## config.mk

```make
export PLATFORM = sky130hd
export DESIGN_NAME = instruction_fetch_unit_flat
export DESIGN_NICKNAME = d
export VERILOG_FILES = /design/src/rtl/instruction_fetch_unit_if.sv /design/src/rtl/instruction_fetch_unit.sv /design/src/flat_wrapper.sv
export SDC_FILE = /design/constraint.sdc
export NUM_CORES = 1
export LEC_CHECK = 0
export ABC_AREA = 1
export CORE_MARGIN = 1.5
export CORE_UTILIZATION = 49
export DETAILED_ROUTE_END_ITERATION = 12
export HOLD_SLACK_MARGIN = 0.15
export PLACE_DENSITY = 0.95
export SYNTH_ARGS = -nofsm -noshare
export SYNTH_HDL_FRONTEND = slang
export SYNTH_SLANG_ARGS = --single-unit
```

## constraint.sdc

```tcl
create_clock -name clk -period 3.71 [get_ports clk]
set_clock_uncertainty 0.15 [all_clocks]
set_input_delay 0.9275 -clock clk [delete_from_list [all_inputs] [get_ports clk]]
set_output_delay 0.9275 -clock clk [all_outputs]
set_load 0.02 [all_outputs]
```

## src/rtl/instruction_fetch_unit_if.sv

```systemverilog
// Instruction-memory request/acknowledge bus between the fetch unit and memory.
// The master issues one word read at a time and holds it until acknowledged.
interface instruction_fetch_unit_if;
    logic        imem_req;
    logic [31:0] imem_addr;
    logic        imem_ack;
    logic [31:0] imem_rdata;

    modport master (
        output imem_req,
        output imem_addr,
        input  imem_ack,
        input  imem_rdata
    );

    modport slave (
        input  imem_req,
        input  imem_addr,
        output imem_ack,
        output imem_rdata
    );
endinterface

```

## src/rtl/instruction_fetch_unit.sv

```systemverilog
// Single-outstanding instruction fetch unit with alignment check, request timeout,
// flush/discard handling and a latched fault record.
module instruction_fetch_unit #(
    parameter int unsigned TIMEOUT_CYCLES = 16
) (
    input  logic                            clk,
    input  logic                            reset_n,
    input  logic [31:0]                     pc,
    input  logic                            fetch_en,
    input  logic                            flush,
    input  logic                            fault_clr,
    instruction_fetch_unit_if.master        imem,
    output logic [31:0]                     instr,
    output logic                            instr_valid,
    output logic                            pc_stall,
    output logic                            fault,
    output logic [1:0]                      fault_code,
    output logic [31:0]                     fault_pc
);

    typedef enum logic [1:0] {
        StIdle,
        StReq,
        StDone,
        StFault
    } state_e;

    localparam logic [1:0] CodeNone       = 2'b00;
    localparam logic [1:0] CodeMisaligned = 2'b01;
    localparam logic [1:0] CodeTimeout    = 2'b10;

    // Count value seen on the last permitted ack-less REQ cycle.
    localparam logic [7:0] TimeoutLast = 8'(TIMEOUT_CYCLES - 1);

    state_e      state_q, state_d;
    logic [31:0] addr_q, addr_d;
    logic [31:0] instr_q, instr_d;
    logic [1:0]  code_q, code_d;
    logic [31:0] fpc_q, fpc_d;
    logic [7:0]  cnt_q, cnt_d;
    logic        discard_q, discard_d;

    always_ff @(posedge clk or negedge reset_n) begin
        if (!reset_n) begin
            state_q   <= StIdle;
            addr_q    <= '0;
            instr_q   <= '0;
            code_q    <= CodeNone;
            fpc_q     <= '0;
            cnt_q     <= '0;
            discard_q <= 1'b0;
        end else begin
            state_q   <= state_d;
            addr_q    <= addr_d;
            instr_q   <= instr_d;
            code_q    <= code_d;
            fpc_q     <= fpc_d;
            cnt_q     <= cnt_d;
            discard_q <= discard_d;
        end
    end

    always_comb begin
        state_d   = state_q;
        addr_d    = addr_q;
        instr_d   = instr_q;
        code_d    = code_q;
        fpc_d     = fpc_q;
        cnt_d     = cnt_q;
        discard_d = discard_q;

        unique case (state_q)
            StIdle: begin
                if (fetch_en) begin
                    if (pc[1:0] != 2'b00) begin
                        state_d = StFault;
                        code_d  = CodeMisaligned;
                        fpc_d   = pc;
                    end else begin
                        state_d   = StReq;
                        addr_d    = pc;
                        cnt_d     = '0;
                        discard_d = 1'b0;
                    end
                end
            end
            StReq: begin
                // A flush in the ack cycle itself also discards the returning word.
                if (imem.imem_ack) begin
                    if (discard_q || flush) begin
                        state_d = StIdle;
                    end else begin
                        state_d = StDone;
                        instr_d = imem.imem_rdata;
                    end
                end else if (cnt_q == TimeoutLast) begin
                    state_d = StFault;
                    code_d  = CodeTimeout;
                    fpc_d   = addr_q;
                end else begin
                    cnt_d     = cnt_q + 8'd1;
                    discard_d = discard_q | flush;
                end
            end
            StDone: begin
                state_d = StIdle;
            end
            StFault: begin
                if (fault_clr) begin
                    state_d = StIdle;
                    code_d  = CodeNone;
                end
            end
            default: begin
                state_d = StIdle;
            end
        endcase
    end

    assign imem.imem_req  = (state_q == StReq);
    assign imem.imem_addr = addr_q;

    assign instr       = instr_q;
    assign instr_valid = (state_q == StDone) && !flush;
    assign fault       = (state_q == StFault);
    assign fault_code  = code_q;
    assign fault_pc    = fpc_q;

    // fetch_en feeds pc_stall combinationally, so mask it while reset is held.
    always_comb begin
        pc_stall = 1'b0;
        unique case (state_q)
            StIdle:  pc_stall = fetch_en;
            StReq:   pc_stall = 1'b1;
            StDone:  pc_stall = 1'b0;
            StFault: pc_stall = 1'b1;
            default: pc_stall = 1'b0;
        endcase
        pc_stall = pc_stall & reset_n;
    end

endmodule

```

## src/flat_wrapper.sv

```systemverilog
// flat-port wrapper written by rule: the top's interface ports become plain ports
module instruction_fetch_unit_flat 
#(
    parameter int unsigned TIMEOUT_CYCLES = 16
)
  (clk, reset_n, pc, fetch_en, flush, fault_clr, instr, instr_valid, pc_stall, fault, fault_code, fault_pc, imem_imem_req, imem_imem_addr, imem_imem_ack, imem_imem_rdata);
  instruction_fetch_unit_if imem_i ();
  input  logic clk;
  input  logic reset_n;
  input  logic [31:0] pc;
  input  logic fetch_en;
  input  logic flush;
  input  logic fault_clr;
  output logic [31:0] instr;
  output logic instr_valid;
  output logic pc_stall;
  output logic fault;
  output logic [1:0] fault_code;
  output logic [31:0] fault_pc;
  output wire logic [$bits(imem_i.imem_req)-1:0] imem_imem_req;
  output wire logic [$bits(imem_i.imem_addr)-1:0] imem_imem_addr;
  input wire logic [$bits(imem_i.imem_ack)-1:0] imem_imem_ack;
  input wire logic [$bits(imem_i.imem_rdata)-1:0] imem_imem_rdata;
  assign imem_imem_req = imem_i.imem_req;
  assign imem_imem_addr = imem_i.imem_addr;
  assign imem_i.imem_ack = imem_imem_ack;
  assign imem_i.imem_rdata = imem_imem_rdata;
  instruction_fetch_unit #(.TIMEOUT_CYCLES(TIMEOUT_CYCLES)) u_core (.clk(clk), .reset_n(reset_n), .pc(pc), .fetch_en(fetch_en), .flush(flush), .fault_clr(fault_clr), .imem(imem_i), .instr(instr), .instr_valid(instr_valid), .pc_stall(pc_stall), .fault(fault), .fault_code(fault_code), .fault_pc(fault_pc));
endmodule
```

==> flow_summary.json, run 1 <==
{
  "status": "finished, final reports clean",
  "slew_headroom": 0.2760,
  "ys_seq_area_frac": 0.5482,
  "chipHeight_um": 103.8,
  "dpl.cell_count": 887,
  "hold_violations": 0,
  "crit_path_max_fanout": 3,
  "finalCritPeriodShare": 0.9353,
  "clk_latency_ns": 0.37,
  "dieArea_sq_mm": 0.01077,
  "period_needed_ns": 3.470,
  "grt_pass1_wl_mm": 23.88,
  "crit_slowest_cell": "clkdlybuf4s50_1",
  "wl_met3_mm": 1.021,
  "vdd_drop_max_mv": 0.4885,
  "synth_edf_count": 0,
  "tightestPinTransition_ns": 1.086,
  "drt_iter0_drc": 336,
  "cp-end-kind": "output port",
  "drive_gt1_frac": 0.05208,
  "crit_chain": "clkdlybuf4s50_1 -> inv_1 -> nand2_1 -> and3_1 -> clkdlybuf4s50_1",
  "drc_errors": 0,
  "post_drt_wl_per_cell_um": 16.07,
  "port_buffers": 171,
  "seq_area_sq_mm": 0.002728,
  "finalSetupTns_ns": 0,
  "mappedNetlistArea_sq_mm": 0.004976,
  "tritoncts": "yes",
  "fmax_mhz": 288.2,
  "yosys.area.top_type": "dfrtp_1",
  "fin_nets": 836,
  "vias": 4848,
  "critical_path.top_delay_family": "buffers and inverters",
  "grt_pass1_vias": 4844,
  "antenna_left": 0,
  "ys_types": 26,
  "postCtsResizedCells": 0,
  "cts_buffers": 9,
  "grt_overflow_total": 0,
  "cts_setup_buffers": 0,
  "pin_count": 172,
  "grt_util_all_layers": 0.2730,
  "synth.top_cell.area_share": 0.5482,
  "hold_buffers": 0,
  "max_stage_delay_ns": 0.61,
  "path_class": "in2out",
  "cp.required_ns": 2.63,
  "multi_input_area_sq_mm": 0.001882,
  "netlist_instances": 609,
  "slew_violations": 0,
  "crit_top_cell": "clkdlybuf4s50_1",
  "root_buffer": "clkbuf_8",
  "wl_met1_mm": 5.674,
  "rsz0062_at_grt": "no",
  "cts.path.max_buffers": 2,
  "setup_viol": 0,
  "hpwl_mm": 10.02,
  "maxCapViolCount": 0,
  "globalplace.congestion": 0.8315,
  "powerDensity_mw_per_mm2": 885.0,
  "num-fill-cells": 743,
  "wl_met2_mm": 7.399,
  "grt_max_degree": 86,
  "core_sq_mm": 0.009819,
  "power_uw": 6133,
  "critPathBufInv": 3,
  "synth_async_sr_flop_share": 1.000,
  "rows": 36,
  "layout.cells.non_filler": 901,
  "placed_area_sq_mm": 0.006729,
  "leakagePower_uw": 0.003366,
  "synth_most_common_cell": "nand2_1",
  "clk_pin_slew_worst_paths_ns": 0.10,
  "die_w_um": 103.8,
  "ys.flop_type": "dfrtp_1",
  "ys_ff_latch": 109,
  "detail_route.first_pass.iterations": 6,
  "diodes": 0,
  "htree_levels": 3,
  "hp-class": "in2async",
  "wl_mm": 14.48,
  "final_cell_area_sq_mm": 0.006930,
  "syn_nets": 680,
  "grt_antenna_before_repair": 0,
  "synth_common_cells": "nand2_1 (245), dfrtp_1 (109), inv_1 (42), nand3_1 (39)",
  "numClockSinks": 109,
  "via_per_inst": 5.381,
  "area_growth_pct": 39.28,
  "synth_area_leaders": "dfrtp_1 (55%), nand2_1 (18%), nand4_1 (4.3%)",
  "initial_core_util": 0.5068,
  "yosysWarnings": 0,
  "syn_area_per_cell_sq_um": 8.171,
  "worstPathArrival_ns": 2.39,
  "top_layer": "met4",
  "critPathLaunchType": "input port"
}
## sequential cells by signal, summed over array words and instances, names as in the netlist
signal,flops
u_core.cnt_q,8
u_core.state_q,2
u_core.discard_q,1
u_core.imem.imem_addr,32
u_core.instr,32
u_core.fault_code,2
u_core.fault_pc,32
## cells by family (layout without fill, tap and decap cells)
logic type,count (synthesis),in the layout,synth area share
adders and majority gates,1,1,0.002514
xor gates and xnor gates,3,3,0.005281
DFF,109,109,0.5482
buffers and inverters,82,241,0.07418
and+or+nand+nor,348,348,0.3007
AOI/OAI and AO/OA,66,66,0.06915
## final timing paths
check,end,depth (start not counted),start,slack (ns)
min in group clk,u_core.instr[4],2,u_core.instr[4],0.32
hold / removal,u_core.instr[24],1,reset_n,0.30
max in group asynchronous,u_core.fault_pc[16],2,reset_n,1.72
setup reg to reg,u_core.fault_pc[6],7,u_core.cnt_q[0],1.19
setup / recovery,pc_stall,5,fetch_en,0.24
hold reg to reg,u_core.instr[4],2,u_core.instr[4],0.32
## layout make-up
| type | count | share of cell area |
|---|---|---|
| clock buffer | 9 | 0.01787 |
| clock inverter | 5 | 0.01119 |
| inverter | 47 | 0.02546 |
| multi-input combinational | 418 | 0.2715 |
| sequential | 109 | 0.3936 |
| tap | 133 | 0.02401 |
| timing repair buffer | 180 | 0.2564 |
## through the flow
| stage | hold slack [ns] | utilization | worst slack, ns |
|---|---|---|---|
| after CTS | 0.2943 | 0.7058 | 0.2474 |
| after detailed placement | 0.3070 | 0.6853 | 0.2589 |
| after floorplan | 0.2929 | - | 1.316 |
| final | 0.2969 | 0.7058 | 0.2399 |
| after global routing | 0.2948 | 0.7058 | 0.1627 |
| after global placement | 0.3025 | 0.6853 | 0.3010 |
## cell usage in the layout, fill, tap and decap left out, types with 10 or more instances in the layout
master and n:
buf_4 10, inv_1 42, nand2_1 245, nor2_1 17, nand4_1 34, o21ai_0 30, nand3_1 39, clkdlybuf4s50_1 170
o21ai_1 34, dfrtp_1 109
## routing by layer
metal,track usage,up-vias
met5,0,-
met2,0.4676,226
li1,-,2260
met4,0.1071,0
met1,0.3339,2319
met3,0.06482,43
## where the power goes
group	switching [uW]	internal, uW	total, uW
logic	1960	1370	3320
registers	331	1720	2050
clock network	391	371	762
total	2680	3450	6130
(Power assumes the default switching activity.)
==> run 2: changes to the inputs <==
HOLD_SLACK_MARGIN = 0.12   (was 0.15)
==> results of run 2 <==
Same layout as run 1: the final DEF is identical, and so are final timing and power.
==> run 3: changes to the inputs <==
GPL_TIMING_DRIVEN = 0   (was default)
==> flow_summary.json, run 3 (same netlist as run 1, synthesis figures left out) <==
{
  "via_per_inst": 5.422,
  "cp.required_ns": 2.63,
  "grt_util_all_layers": 0.2783,
  "pin_count": 172,
  "hp-class": "in2async",
  "grt_util_met3": 0.04720,
  "crit_chain": "clkdlybuf4s50_1 -> inv_1 -> nand2_1 -> and3_1 -> clkdlybuf4s50_1",
  "final_cell_mix": "nand2_1 (245), clkdlybuf4s50_1 (170), dfrtp_1 (109)",
  "post-place-ws_ns": -0.08521,
  "vdd_drop_max_mv": 0.4505,
  "fin_hold_ws_ns": 0.3108,
  "powerDensity_mw_per_mm2": 879.3,
  "globalplace.congestion": 0.9053,
  "fin_nets": 863,
  "grt_use_met1": 0.3388,
  "rsz0062_at_grt": "no",
  "antenna_left": 0,
  "root_buffer": "clkbuf_8",
  "area_growth_pct": 42.52,
  "layout.cells.non_filler": 930,
  "crit_top_cell": "clkdlybuf4s50_1",
  "clk_latency_ns": 0.37,
  "port_buffers": 171,
  "fin_ws_ns": 0.1975,
  "grt_max_degree": 58,
  "reg2reg_from": "u_core.cnt_q[0]",
  "numClockSinks": 109,
  "layout_commonest_cell": "nand2_1",
  "critPathLaunchType": "input port",
  "htree_levels": 3,
  "reg2reg_to": "u_core.fault_pc[24]",
  "vias": 5042,
  "tritoncts": "yes",
  "detail_route.first_pass.iterations": 5,
  "slew_headroom": 0.6318,
  "power_uw": 6236,
  "path_class": "in2out",
  "critical_path.top_delay_family": "buffers and inverters",
  "finalCritPeriodShare": 0.9468,
  "fmax_mhz": 284.7,
  "cts_buffers": 9,
  "max_stage_delay_ns": 0.62,
  "post_drt_wl_per_cell_um": 15.89,
  "grt_pass1_vias": 5099,
  "dieArea_sq_mm": 0.01077,
  "busiest_layer": "met2",
  "period_needed_ns": 3.512,
  "r2r_cells": 7,
  "crit_slowest_cell": "clkdlybuf4s50_1",
  "diodes": 0,
  "crit_path_max_fanout": 3,
  "slew_violations": 0,
  "hold_violations": 0,
  "grt_overflow_total": 0,
  "critPathBufInv": 3,
  "gr-usage-met2": 0.4824,
  "drive_gt1_frac": 0.07152,
  "maxCapViolCount": 0,
  "die_w_um": 103.8,
  "critPathLaunch": "fetch_en",
  "cts_setup_buffers": 0,
  "cp-end-kind": "output port",
  "hpwl_mm": 11.04,
  "core_sq_mm": 0.009819,
  "status": "finished, final reports clean",
  "hold_buffers": 0,
  "rows": 36,
  "tightestPinTransition_ns": 0.5503,
  "initial_core_util": 0.5068,
  "wl_mm": 14.78,
  "grt_pass1_wl_mm": 24.25,
  "chipHeight_um": 103.8,
  "setup_viol": 0,
  "dpl.cell_count": 914,
  "clk_pin_slew_worst_paths_ns": 0.10,
  "drt_iter0_drc": 326,
  "worstPathArrival_ns": 2.43,
  "rrSetupSlack_ns": 1.82,
  "cts.path.max_buffers": 2,
  "leakagePower_uw": 0.003460,
  "grt_antenna_before_repair": 0,
  "drc_errors": 0
}
-- run 3: changes by cell type in the layout (fill, tap and decap cells not counted), sizes merged --
| cell | delta |
|---|---|
| buf | +16 |
| clkinvlp | -1 |
| inv | +3 |
| clkbuf | +11 |
| clkinv | +1 |
| bufinv | -1 |
-- run 3: cell type report --
type	count	area, sq um
well taps	133	166.4
inverters	47	176.4
plain buffers	35	192.7
clock buffers	9	123.9
multi-input cells	418	1879
repair buffers	172	1744
clock inverters	7	81.33
flip-flops and latches	109	2728
fillers	720	2728
-- run 3: per-layer routing --
| layer | vias up | part of all wire |
|---|---|---|
| li1 | 2318 | - |
| met1 | 2432 | 0.39 |
| met2 | 246 | 0.51 |
| met3 | 46 | 0.066 |
| met4 | 0 | 0.036 |
| met5 | - | 0 |
-- run 3: what timing repair did --
item                       CTS  global route
resized for setup            1             2
gates cloned                 0             0
setup endpoints to repair    1             1
-- run 3: worst max-delay path by stage --
stage	end	slack, ns	cells after the start
2_1_floorplan	pc_stall	1.32	3
3_3_place_gp	pc_stall	-3.39	3
3_5_place_dp	pc_stall	-0.09	4
4_1_cts	pc_stall	0.09	4
5_1_grt	pc_stall	0.05	4
6_report	pc_stall	0.20	5
-- run 3: power by group --
group / internal, uW / switching (uW) / total (uW) / leakage, uW
combinational: 1440 / 2000 / 3450 / 0.00199
clock: 324 / 434 / 757 / 0.000106
sequential: 1720 / 317 / 2030 / 0.00136
total: 3480 / 2750 / 6240 / 0.00346
-- run 3: metrics by stage --
stage | cell area (sq um) | util | setup TNS, ns
after global placement | 6854 | 0.6980 | -268.69
after CTS | 7088 | 0.7218 | 0
after global routing | 7092 | 0.7222 | 0
final | 7092 | 0.7222 | 0
after floorplan | 4976 | - | 0
after detailed placement | 6879 | 0.7006 | -0.08521
